--- config.mk ---
export PLATFORM = sky130hd
export DESIGN_NAME = regs_hazard_ctrl
export DESIGN_NICKNAME = d
export VERILOG_FILES = /design/src/rtl/regs_hazard_ctrl.sv
export SDC_FILE = /design/constraint.sdc
export NUM_CORES = 1
export LEC_CHECK = 0
export ABC_AREA = 1
export CORE_AREA = 4 4 81 91
export CTS_CLUSTER_SIZE = 25
export DETAILED_ROUTE_END_ITERATION = 6
export DIE_AREA = 0 0 85 95
export DONT_BUFFER_PORTS = 1
export HOLD_SLACK_MARGIN = 0.15
export PLACE_DENSITY = 0.66
export SLEW_MARGIN = 40
export SYNTH_ARGS = -nofsm -noshare
export SYNTH_HDL_FRONTEND = slang
export SYNTH_SLANG_ARGS = --single-unit
export TNS_END_PERCENT = 20
--- constraint.sdc ---
create_clock -name clk -period 1.8 [get_ports clk]
set_input_delay 0.18 -clock clk [delete_from_list [all_inputs] [get_ports clk]]
set_output_delay 0.18 -clock clk [all_outputs]
set_load 0.02 [all_outputs]
--- src/rtl/regs_hazard_ctrl.sv ---
// Register-file access controller for a 5-stage RV32I pipeline: tracks in-flight
// destination registers, stalls decode on RAW hazards and drives the RF ports.
module regs_hazard_ctrl #(
    parameter int unsigned STALL_CNT_W = 32
) (
    input  logic                   clk,
    input  logic                   rst,
    input  logic                   id_valid,
    input  logic [4:0]             id_rs1,
    input  logic [4:0]             id_rs2,
    input  logic                   id_rs1_used,
    input  logic                   id_rs2_used,
    input  logic [4:0]             id_rd,
    input  logic                   id_rd_wr,
    input  logic                   flush,
    output logic                   id_stall,
    output logic                   id_issue,
    output logic                   rf_rs_rd_en,
    output logic [4:0]             rf_rd,
    output logic                   rf_rd_wr_en,
    output logic [STALL_CNT_W-1:0] stall_cycles
);

    localparam int unsigned REG_W = 5;

    typedef struct packed {
        logic             v;
        logic [REG_W-1:0] rd;
        logic             wr;
    } entry_t;

    entry_t                 ex_q, ex_d;
    entry_t                 mem_q, mem_d;
    logic [REG_W-1:0]       wb_rd_q, wb_rd_d;
    logic                   wb_wr_en_q, wb_wr_en_d;
    logic [STALL_CNT_W-1:0] stall_cnt_q, stall_cnt_d;

    logic hazard_rs1;
    logic hazard_rs2;
    logic id_active;

    // An entry only matters if it will actually write a non-zero register.
    function automatic logic writes_gpr(input entry_t e);
        return e.v && e.wr && (e.rd != REG_W'(0));
    endfunction

    function automatic logic src_hazard(input logic used, input logic [REG_W-1:0] rs,
                                        input entry_t ex_e, input entry_t mem_e);
        logic hit_ex;
        logic hit_mem;
        hit_ex  = writes_gpr(ex_e) && (ex_e.rd == rs);
        hit_mem = writes_gpr(mem_e) && (mem_e.rd == rs);
        return used && (rs != REG_W'(0)) && (hit_ex || hit_mem);
    endfunction

    // WB is excluded from hazard detection: its write lands before the read data is used.
    always_comb begin
        hazard_rs1  = 1'b0;
        hazard_rs2  = 1'b0;
        id_active   = 1'b0;
        id_stall    = 1'b0;
        id_issue    = 1'b0;
        ex_d        = '0;
        mem_d       = '0;
        wb_rd_d     = '0;
        wb_wr_en_d  = 1'b0;
        stall_cnt_d = stall_cnt_q;

        hazard_rs1 = src_hazard(id_rs1_used, id_rs1, ex_q, mem_q);
        hazard_rs2 = src_hazard(id_rs2_used, id_rs2, ex_q, mem_q);
        id_active  = id_valid && !flush && !rst;
        id_stall   = id_active && (hazard_rs1 || hazard_rs2);
        id_issue   = id_active && !(hazard_rs1 || hazard_rs2);

        if (id_issue) begin
            ex_d.v  = 1'b1;
            ex_d.rd = id_rd;
            ex_d.wr = id_rd_wr;
        end
        if (!flush) begin
            mem_d = ex_q;
        end
        wb_rd_d    = mem_q.rd;
        wb_wr_en_d = writes_gpr(mem_q);

        if (id_stall && (stall_cnt_q != {STALL_CNT_W{1'b1}})) begin
            stall_cnt_d = stall_cnt_q + STALL_CNT_W'(1);
        end
    end

    always_ff @(posedge clk) begin
        if (rst) begin
            ex_q        <= '0;
            mem_q       <= '0;
            wb_rd_q     <= '0;
            wb_wr_en_q  <= 1'b0;
            stall_cnt_q <= '0;
        end else begin
            ex_q        <= ex_d;
            mem_q       <= mem_d;
            wb_rd_q     <= wb_rd_d;
            wb_wr_en_q  <= wb_wr_en_d;
            stall_cnt_q <= stall_cnt_d;
        end
    end

    assign rf_rs_rd_en  = id_issue;
    assign rf_rd        = wb_rd_q;
    assign rf_rd_wr_en  = wb_wr_en_q;
    assign stall_cycles = stall_cnt_q;

endmodule

# Word-level counts from Yosys, hierarchy flattened
# Cells that the tools add are included.
[op_classes]
n_addsub = 1
n_eq_ne = 5
muxes = 1
n_bitwise = 1
reduce_logical = 29
[ops]
columns = ["cell", "n"]
rows = [
  ["adder 32 x 1 -> 32 bit, second input constant", 1],
  ["!= test 32 bit, second input constant", 1],
  ["equality test 5 bit", 4],
  ["nonzero test 5 bit", 4],
  ["logical AND 1 bit", 17],
  ["two-way mux 7 bit", 1],
  ["OR reduction 2 bit", 2],
  ["logical NOT 1 bit", 3],
  ["logical OR 1 bit", 3],
  ["inverter 1 bit", 1],
]
[totals]
ff_bits = 52
out_inout_bits = 41

# Depth between registers and ports, before layout
[depth]
depth_word = 10
depth_mapped = 14
depth_no_buf = 13

# Least setup slack after synthesis
# Ideal clock, no wire load.
[synth_path]
path_kind = "register -> register"
start = "register stall_cnt_q[0], in the netlist stall_cycles[0]"
end = "register stall_cnt_q[0], in the netlist stall_cycles[0]"
setup_time_ns = 0.128
t_arrival_ns = 1.721
required_time_ns = 1.672
path_slack_ns = -0.049
path_stages_with_launch = 12
path_cell_list = "dfxtp_1 -> ha_1 -> nand3_2 -> clkinv_2 -> nand2_4 -> nor2_4 -> nand4_4 -> nand3_4 -> buf_4 -> nand2_1 -> nand2_1 -> nor2_1"
[synth_between]
elab_chain_len = 2
[synth_rtl]
columns = ["element", "line_no", "rtl"]
rows = [
  ["from (decl)", "36", "logic [STALL_CNT_W-1:0] stall_cnt_q, stall_cnt_d;"],
  ["from (signal assigned)", "103", "stall_cnt_q <= stall_cnt_d;"],
  ["parallel branches: the longest is 2 deep, another holds adder 32 x 1 -> 32 bit", "n/a", ""],
]
# Parallel ways; which one is timed is not known.
# A chain may end at the register's enable or synchronous reset.

# Worst setup path in the final report
[layout_path]
start = "register ex_q[2] (netlist bit)"
end = "output id_stall"
[layout_between]
elab_chain_len = 7
[layout_rtl]
columns = ["element", "line_no", "rtl"]
rows = [
  ["from (decl)", "32", "entry_t ex_q, ex_d;"],
  ["from (signal assigned)", "93", "ex_q <= '0;"],
  ["from (signal assigned)", "99", "ex_q <= ex_d;"],
  ["nonzero test 5 bit", "44", "return e.v && e.wr && (e.rd != REG_W'(0));"],
  ["logical AND 1 bit", "44", ""],
  ["logical AND 1 bit", "51", "hit_ex = writes_gpr(ex_e) && (ex_e.rd == rs);"],
  ["logical OR 1 bit", "53", "return used && (rs != REG_W'(0)) && (hit_ex || hit_mem);"],
  ["logical AND 1 bit", "53", ""],
  ["logical OR 1 bit *", "72", "id_stall = id_active && (hazard_rs1 || hazard_rs2);"],
  ["logical AND 1 bit *", "72", ""],
  ["to (decl)", "16", "output logic id_stall,"],
]
# Every way passes the cells marked *; elsewhere a longest branch is shown, timed or not.

==> impl_metrics.ini <==
[route]
wl_met1_um = 3640
wl_um = 9120
wl_per_cell_um = 13.6
antenna_left = 0
dr_wl_met3_um = 618
vias_per_cell = 4.92
dr_wl_met2_um = 4680
first_pass_iters = 4
route.detailed.drc = 0
dr.first_iter.drc_count = 192
top_layer = met4
vias = 3306

[global_route]
grt_pass1_vias = 3135
track_usage_pct = 22.8
grt_pass1_wl_um = 14700
grt.overflow.total = 0
antenna_found_initial = 0
grt_max_degree = 30

[place]
routabilityCongestion = 0.927
dpl.hpwl_um = 6780
io_buffers = 0
pre_cts_ws_ns = 0.0634

[pwr]
power_per_cell_area_nw_per_um2 = 498
ir_drop_mv = 0.420
power_leakage_nw = 1.93
power_mw = 2.00

[sta]
slew_headroom_pct = 61.5
fmax_mhz = 548
finalCritPeriodShare_pct = 101
maxSlewViolCount = 0
hold_violations = 0
rsz0062_at_grt = yes
finalSetupViolations = 3
setup_ws_ns = -0.0256
fin_worst_hold_slack_ns = 0.181
fin_crit_ns = 1.83
clock_skew_ns = 0.0122
worstMarginPinSlew_ns = 0.574

[cts]
cts_buffers = 5
cts-root-buf = clkbuf_8
clkSlewWorstSetupHoldPaths_ns = 0.11
cts_tree = done
clk_latency_ns = 0.32
h-tree-depth = 2
cts.sinks = 52
clockBufferDepth = 2

[critical_path]
worst-setup-path-type = flip-flop to output pin
path_common_cell = nand2_1
worstSetupEndpointType = output pin
critPathMaxStageDelay_ns = 0.39
cp_max_fo = 4
cp-start-kind = flip-flop
cp.required_ns = 1.62
crit_arrival_ns = 1.65
crit_path_top_delay_cell = dfxtp_2
worstPathCellList = xnor2_2, nand2_1, nor2_1, nand3_1, nand2_1, nand2_1, nand2_2, inv_2, nor3_2, buf_4

[floorplan]
num_rows = 31
core-area_um2 = 6480
die_y_um = 95
die_w_um = 85
die_area_um2 = 8080
initial_utilization_pct = 50.8
ioPinCount = 63

[outcome]
failed_checks = setup timing
outcome = complete, but fails checks

[yosys]
synthesis.instances = 531
synth-seq-cells = 52
synth_area_per_cell_um2 = 6.20
ys_seq_area_share_pct = 31.6
synth.distinct_cells = 31
yosysWarnings = 0
syn_nets = 554
synth_area_um2 = 3290

[cells_and_area]
nets = 612
diodes = 0
areaGrowthSynthToFinish_pct = 21.7
utilization_pct = 61.9
nFillCells = 610
drive_gt1_share_pct = 19.0

[min_path]
hold_path_class = input port to flip-flop

[run]
maxCapViolations = 0
==> synth_stat cells <==
| library cell | n | area share, % |
|---|---|---|
| nand2_2 | 5 | 0.95 |
| buf_8 | 1 | 0.46 |
| nand4_1 | 24 | 4.6 |
| clkinv_2 | 1 | 0.15 |
| nand2_4 | 1 | 0.34 |
| inv_2 | 1 | 0.11 |
| nor3_2 | 1 | 0.30 |
| or2_1 | 1 | 0.19 |
| nor4_1 | 1 | 0.19 |
| nand3_4 | 1 | 0.53 |
| xor2_1 | 33 | 8.8 |
| buf_2 | 6 | 0.91 |
| dfxtp_1 | 52 | 32 |
| nand3_2 | 1 | 0.30 |
| clkinv_1 | 1 | 0.11 |
| buf_4 | 5 | 1.1 |
| nor3_1 | 6 | 0.91 |
| nor2_1 | 113 | 13 |
| clkbuf_1 | 2 | 0.23 |
| ha_1 | 1 | 0.38 |
| nor2_2 | 6 | 1.1 |
| nor2_4 | 2 | 0.68 |
| buf_6 | 1 | 0.34 |
| xnor2_1 | 5 | 1.3 |
| o21ai_0 | 2 | 0.30 |
| inv_1 | 85 | 9.7 |
| nor4_4 | 1 | 0.65 |
| nand3_1 | 15 | 2.3 |
| nand3b_1 | 1 | 0.23 |
| nand4_4 | 1 | 0.65 |
| nand2_1 | 155 | 18 |
==> placed cells by master, fill, tap and decap left out, drive strengths merged <==
cell         count
buf             58
clkbuf           7
clkinv           4
dfxtp           52
dlygate4sd3      6
ha               1
inv             87
nand2          161
nand3           17
nand3b           1
nand4           25
nor2           121
nor3             7
nor4             2
o21ai            2
or2              1
xnor2            5
xor2            33
==> layout make-up <==
| cell class | instances | area, µm² | area share [%] |
|---|---|---|---|
| inverter | 88 | 332 | 8.27 |
| clock buffer | 5 | 68.8 | 1.72 |
| clock inverter | 3 | 26.3 | 0.656 |
| sequential | 52 | 1060 | 26.5 |
| tap | 82 | 103 | 2.56 |
| timing repair buffer | 66 | 563 | 14.0 |
| multi-input combinational | 376 | 1850 | 46.3 |
==> routing by layer <==
metal / vias up / GRT usage, %
li1: 1700 / -
met1: 1503 / 26.9
met2: 88 / 41.5
met3: 15 / 4.62
met4: 0 / 6.73
met5: - / 0
==> timing repair <==
action,in CTS,in global routing
endpoints found under the setup margin,3,32
hold buffers,7,0
resized for setup,16,10
endpoints found under the hold margin,27,0
cloned,0,2
buffers inserted,1,2
pin swaps,7,9
==> path summary, 6_finish.rpt <==
check,depth (start not counted),endpoint,slack [ns],start
setup reg to reg,13,stall_cycles[20],0.01,ex_q[2]
hold / removal,3,wb_rd_d[3],0.18,rst
hold reg to reg,2,mem_q[6],0.43,ex_q[6]
setup / recovery,10,id_stall,-0.03,ex_q[2]
==> power breakdown <==
part / leakage [nW] / switching [mW] / total (mW) / internal [mW]
sequential: 0.425 / 0.00743 / 1.16 / 1.15
combinational: 1.46 / 0.0612 / 0.106 / 0.0447
clock: 0.0487 / 0.446 / 0.731 / 0.285
==> metrics by stage <==
step / setup TNS [ns] / area (µm²) / std cells
detailed placement: 0 / 3710 / 652
CTS: -0.115 / 3920 / 668
floorplan: -0.0170 / 3300 / 531
finish: -0.0393 / 4010 / 672
global route: -4.49 / 4010 / 672
global placement: 0 / 3710 / 652
==> kinds of logic (layout without fill, tap and decap cells) <==
| group | count (synthesis) | after routing | share of synthesized area (%) |
|---|---|---|---|
| and+or+nand+nor | 335 | 335 | 44.5 |
| buffers and inverters | 103 | 162 | 13.1 |
| adders and majority gates | 1 | 1 | 0.380 |
| xor gates and xnor gates | 38 | 38 | 10.1 |
| DFF | 52 | 52 | 31.6 |
| AOI/OAI and AO/OA | 2 | 2 | 0.304 |
==> state kept, by name (all words and copies together) (netlist names) <==
name	count
mem_q	2
rf_rd	5
wb_rd_d	5
stall_cycles	32
rf_rd_wr_en	1
ex_q	7
==> critical path: cells and delay by family, from the launching register on <==
kind | cells | cell delay, ns
AND/OR/NAND/NOR | 7 | 0.60
XOR/XNOR | 1 | 0.12
flip-flops | 1 | 0.39
buffers and inverters | 2 | 0.21
(Power assumes the default switching activity.)
